File: src/rtl/dmem_arbiter_pkg.sv
`default_nettype none
// +----------------------------------------------------------------------+
// | dmem_arbiter_pkg : port ids and FSM encoding for the dmem arbiter    |
// | Rev 1.0                                                              |
// +----------------------------------------------------------------------+
package dmem_arbiter_pkg;

   localparam logic ARB_P0 = 1'b0;
   localparam logic ARB_P1 = 1'b1;

   typedef enum logic [0:0] {
      ARB_IDLE   = 1'b0,
      ARB_LOCKED = 1'b1
   } arb_state_e;

   // Winner id from a one-hot (or empty) grant vector.
   function automatic logic grant_id(input logic [1:0] gnt);
      return gnt[1] ? ARB_P1 : ARB_P0;
   endfunction

endpackage
`default_nettype wire

File: src/rtl/dmem_arbiter_rr_pick2.sv
`default_nettype none
// +----------------------------------------------------------------------+
// | rr_pick2 : combinational two-way round-robin picker                  |
// | Rev 1.0                                                              |
// +----------------------------------------------------------------------+
module rr_pick2
   import dmem_arbiter_pkg::*;
(
   input  logic [1:0] req,
   input  logic       last,
   output logic [1:0] gnt
);

   // On a tie the port that was not granted last wins.
   assign gnt[0] = req[0] & (~req[1] | (last == ARB_P1));
   assign gnt[1] = req[1] & (~req[0] | (last == ARB_P0));

endmodule
`default_nettype wire

File: src/rtl/dmem_arbiter.sv
`default_nettype none
// +----------------------------------------------------------------------+
// | dmem_arbiter : shares the data-memory port between the core (P0) and |
// | the debug/loader master (P1); round-robin with a P1 burst lock.      |
// | Rev 1.0                                                              |
// +----------------------------------------------------------------------+
module dmem_arbiter
   import dmem_arbiter_pkg::*;
#(
   parameter int AW = 32,
   parameter int DW = 32
) (
   input  logic          clk,
   input  logic          rstn,

   input  logic          r0_req,
   input  logic          r0_we,
   input  logic [AW-1:0] r0_addr,
   input  logic [DW-1:0] r0_wdata,
   output logic          r0_gnt,
   output logic          r0_rvalid,
   output logic [DW-1:0] r0_rdata,

   input  logic          r1_req,
   input  logic          r1_we,
   input  logic [AW-1:0] r1_addr,
   input  logic [DW-1:0] r1_wdata,
   input  logic          r1_lock,
   output logic          r1_gnt,
   output logic          r1_rvalid,
   output logic [DW-1:0] r1_rdata,

   output logic          cpu_stall,

   output logic          m_re,
   output logic          m_we,
   output logic [AW-1:0] m_addr,
   output logic [DW-1:0] m_wdata,
   input  logic [DW-1:0] m_rdata
);

   arb_state_e    r_state;
   arb_state_e    w_state_nxt;
   logic          r_last;
   logic          r_rd_pend;
   logic          r_rd_tag;

   logic          w_lock_hold;
   logic [1:0]    w_req;
   logic [1:0]    w_gnt;
   logic          w_any;
   logic          w_win;
   logic          w_win_we;
   logic [AW-1:0] w_win_addr;
   logic [DW-1:0] w_win_wdata;

   // ---------------------------------------------------------------
   // Arbitration
   // ---------------------------------------------------------------
   rr_pick2 u_pick (
      .req  (w_req),
      .last (r_last),
      .gnt  (w_gnt)
   );

   assign w_req       = {r1_req, r0_req & ~w_lock_hold};
   assign w_any       = |w_gnt;
   assign w_win       = grant_id(w_gnt);
   assign w_win_we    = (w_win == ARB_P1) ? r1_we    : r0_we;
   assign w_win_addr  = (w_win == ARB_P1) ? r1_addr  : r0_addr;
   assign w_win_wdata = (w_win == ARB_P1) ? r1_wdata : r0_wdata;

   assign r0_gnt    = w_gnt[0];
   assign r1_gnt    = w_gnt[1];
   assign cpu_stall = r0_req & ~w_gnt[0];

   // Memory side is forced to zero with no grant so nothing undefined leaks out.
   assign m_re    = w_any & ~w_win_we;
   assign m_we    = w_any &  w_win_we;
   assign m_addr  = w_any ? w_win_addr  : '0;
   assign m_wdata = w_any ? w_win_wdata : '0;

   // ---------------------------------------------------------------
   // Lock FSM
   // ---------------------------------------------------------------
   always_ff @(posedge clk or negedge rstn) begin
      if (!rstn) begin
         r_state <= ARB_IDLE;
      end else begin
         r_state <= w_state_nxt;
      end
   end

   // A dropped lock releases port 0 in the very same cycle.
   always_comb begin
      w_state_nxt = r_state;
      w_lock_hold = 1'b0;
      case (r_state)
         ARB_IDLE: begin
            if (w_gnt[1] && r1_lock) begin
               w_state_nxt = ARB_LOCKED;
            end
         end
         ARB_LOCKED: begin
            w_lock_hold = r1_lock;
            if (!r1_lock) begin
               w_state_nxt = ARB_IDLE;
            end
         end
         default: begin
            w_state_nxt = ARB_IDLE;
         end
      endcase
   end

   // ---------------------------------------------------------------
   // Round-robin history and read-return tag
   // ---------------------------------------------------------------
   always_ff @(posedge clk or negedge rstn) begin
      if (!rstn) begin
         r_last    <= ARB_P1;
         r_rd_pend <= 1'b0;
         r_rd_tag  <= ARB_P0;
      end else begin
         if (w_any) begin
            r_last <= w_win;
         end
         r_rd_pend <= w_any & ~w_win_we;
         r_rd_tag  <= w_win;
      end
   end

   assign r0_rvalid = r_rd_pend & (r_rd_tag == ARB_P0);
   assign r1_rvalid = r_rd_pend & (r_rd_tag == ARB_P1);
   assign r0_rdata  = r0_rvalid ? m_rdata : '0;
   assign r1_rdata  = r1_rvalid ? m_rdata : '0;

   // ---------------------------------------------------------------
   // Protocol checks
   // ---------------------------------------------------------------
   a_gnt_onehot : assert property (@(posedge clk) disable iff (!rstn)
      !(r0_gnt && r1_gnt));

   a_r0_no_withdraw : assert property (@(posedge clk) disable iff (!rstn)
      (r0_req && !r0_gnt) |=> r0_req);

   a_r1_no_withdraw : assert property (@(posedge clk) disable iff (!rstn)
      (r1_req && !r1_gnt) |=> r1_req);

endmodule
`default_nettype wire

File: config.mk
export PLATFORM = sky130hd
export DESIGN_NAME = dmem_arbiter
export DESIGN_NICKNAME = d
export VERILOG_FILES = /design/src/rtl/dmem_arbiter_pkg.sv /design/src/rtl/dmem_arbiter_rr_pick2.sv /design/src/rtl/dmem_arbiter.sv
export SDC_FILE = /design/constraint.sdc
export NUM_CORES = 1
export LEC_CHECK = 0
export CORE_AREA = 2 2 117 119
export DETAILED_ROUTE_END_ITERATION = 10
export DIE_AREA = 0 0 119 121
export PLACE_DENSITY = 0.58
export SKIP_LAST_GASP = 1
export SLEW_MARGIN = 20
export SYNTH_ARGS = -nofsm -noshare
export SYNTH_HDL_FRONTEND = slang
export SYNTH_SLANG_ARGS = --single-unit
File: constraint.sdc
create_clock -name clk -period 3.28 [get_ports clk]
set_input_delay 0.656 -clock clk [delete_from_list [all_inputs] [get_ports clk]]
set_output_delay 0.656 -clock clk [all_outputs]
set_load 0.03 [all_outputs]
==> impl_metrics.tcl <==
set metrics [dict create \
    reg2regPathDepth 4 \
    synth.distinct_cells 17 \
    r2r_end "r_rd_pend$_DFF_PN0_" \
    switching_share_pct 44.0 \
    setup_viol 0 \
    muxShareOfSynthArea_pct 0 \
    cts.sinks 4 \
    wirelength_microns 9080 \
    yosys_warnings 0 \
    endpoint_kind "output port" \
    holdPathEnd "r_last$_DFFE_PN1P_" \
    synth-seq-cells 4 \
    syn-num-nets 338 \
    initial_utilization_pct 9.81 \
    synth_top_family_by_area "compound AO/OA/AOI/OAI gates" \
    r2r_setup_slack_ps 1730 \
    tritoncts "yes" \
    viasPerCell 3.98 \
    hp-start "r_last$_DFFE_PN1P_" \
    crit_type "in2out" \
    grt_overflow_total 0 \
    fin_crit_sh_pct 93.2 \
    post_cts_resized 0 \
    worst_ep_required_time_ps 2620 \
    synth_cells 171 \
    dr.pass1.iters 4 \
    p_sw_w 0.000534 \
    utilization_pct 33.2 \
    ys_seq_area_share_pct 7.89 \
    ir_worst_vdd_mv 0.173 \
    place_congestion 0.772 \
    cp_num_buf_inv 3 \
    worst_slack_ps 223 \
    worstSkewPairLatency_ps 220 \
    synth_xor_area_share_pct 0 \
    dieArea_sq_um 14400 \
    cp_max_fo 67 \
    place_ws_ps 216 \
    n_antenna_cell 0 \
    drtIter0Drc 35 \
    layout_common_cells "clkdlybuf4s50_1 (200), buf_4 (98), a22o_1 (66), and2_1 (33), and3_1 (32)" \
    synthAdderAreaFrac_pct 0 \
    grt_pass1_wl_microns 13200 \
    p_int_w 0.000681 \
    synth-simple-area-share_pct 33.7 \
    num_rows 42 \
    drv_cap 0 \
    worst_pin_slew_ps 851 \
    cts-hold-fix-buffers 0 \
    fin_crit_ps 3060 \
    critical-path-top-delay-family "buffers and inverters" \
    tns_ps 0 \
    finalHoldViolations 0 \
    die_y_microns 121 \
    syn-cell-area_sq_um 1280 \
    fin_total_pwr_w 0.00122 \
    cts_root_buf "clkbuf_16" \
    fin_skew_ps 0.414 \
    slew_headroom_pct 43.3 \
    die_x_microns 119 \
    cpMaxStageDelayCell "clkdlybuf4s50_1" \
    hold-path-cell-count 2 \
    crit_arrival_ps 2400 \
    avgSynthCellArea_sq_um 7.51 \
    io_buffers 301 \
    track_usage_pct 11.2 \
    cts_setup_buffers 0 \
    area_delta_synth_final_pct 238 \
    power_density_nw_per_um2 280 \
    leakagePower_nw 2.00 \
    hpwl_microns 7630 \
    cts_max_level 1 \
    path_cells "clkdlybuf4s50_1 -> a21boi_2 -> a21boi_4 -> buf_12 -> a22o_1 -> buf_12" \
    synth-compound-area-share_pct 48.7 \
    wl_per_cell_microns 14.4 \
    r2r_start "r_state$_DFF_PN0_" \
    clock_path_buffers 2 \
    fin_nets 624 \
    grt_max_degree 69 \
    maxSlewViolCount 0 \
    clk_pin_slew_ps 30 \
    max_stage_delay_ps 490 \
    core_area_sq_um 13100 \
    status "complete, no violations" \
    worstHoldPathType "reg2reg" \
    max_freq_mhz 327 \
    remaining_drc_errors 0 \
    seq_power_share_pct 6.6 \
    p_clk_share_pct 16.0 \
    final_common_cell "clkdlybuf4s50_1" \
    drtAntennaViolNets 0 \
    grt_pass1_vias 2572 \
    cts_made_buffers 3 \
    antenna_found_initial 0 \
    rsz0062_at_grt "no" \
    ios 302 \
    startpoint_type "primary input" \
    drive_above_1_share_pct 24.3 \
    path_common_cell "buf_12" \
    via_count 2516 \
    combPwrFrac_pct 77.4 \
]
cell usage after synthesis:
cell type	number	area, sq um
nor2b_1	3	18.8
a21boi_4	1	18.8
and2_1	33	206
clkbuf_1	11	41.3
a22o_1	66	578
buf_2	9	45.0
buf_4	2	15.0
and3_1	32	200
a21boi_1	1	7.51
nand2_1	1	3.75
buf_6	1	11.3
dfrtp_1	3	75.1
inv_1	3	11.3
a21boi_2	1	11.3
a21oi_1	2	10.0
dfstp_2	1	26.3
nor2_1	1	3.75
power by group through the flow:
| stage | Sequential, W | Clock, W | Combinational [W] |
|---|---|---|---|
| finish | 0.0000807 | 0.000194 | 0.000941 |
| floorplan | 0.0000628 | 0 | 0.000489 |
| global placement | 0.0000795 | 0 | 0.000944 |
| global route | 0.0000846 | 0.000204 | 0.000986 |
| CTS | 0.0000810 | 0.000199 | 0.000951 |
| detailed placement | 0.0000813 | 0 | 0.000946 |
worst max path at each step:
stage | start | to | cells past startpoint | slack (ps)
3_3_place_gp | r0_req | m_re | 6 | 290
4_1_cts | r0_req | m_re | 6 | 210
5_1_grt | r0_req | m_re | 6 | 120
2_1_floorplan | r0_req | m_wdata[10] | 5 | 920
3_5_place_dp | r0_req | m_re | 6 | 220
6_report | r0_req | m_re | 6 | 220
tightest hold or removal path: cells and delay by family (launching register included):
| family | cells | cell delay [ps] |
|---|---|---|
| DFF | 1 | 390 |
| and+or+nand+nor | 1 | 100 |
| AOI/OAI and AO/OA | 1 | 50 |
layout make-up:
cell class | count | area, sq um
multi-input combinational | 141 | 1070
sequential | 4 | 101
tap | 176 | 220
fill | 1387 | 8750
clock buffer | 4 | 78.8
timing repair buffer | 304 | 2860
inverter | 3 | 11.3
cells by family after synthesis:
| family | Yosys count |
|---|---|
| AO/OA/AOI/OAI | 71 |
| buffers and inverters | 26 |
| flip-flops | 4 |
| AND/OR/NAND/NOR | 70 |
metrics by stage:
step                hold WS, ps  instances  area [sq um]
CTS                         546        632          4340
global route                593        632          4340
finish                      546        632          4340
detailed placement          543        628          4260
global placement            543        628          4260
floorplan                   360        171          1280
routing by layer:
metal	wire length, microns	share of wire (%)	GRT usage (%)
met3	798	8.8	3.62
met1	3350	37	11.9
met2	4860	54	21.7
met5	0	0	0
met4	70	0.77	2.16
flip-flops by register name, summed over array words and instances (netlist names):
register and count:
r_last 1, r_rd_pend 1, r_rd_tag 1, r_state 1
Note: power is estimated with default switching activity, not from simulation.
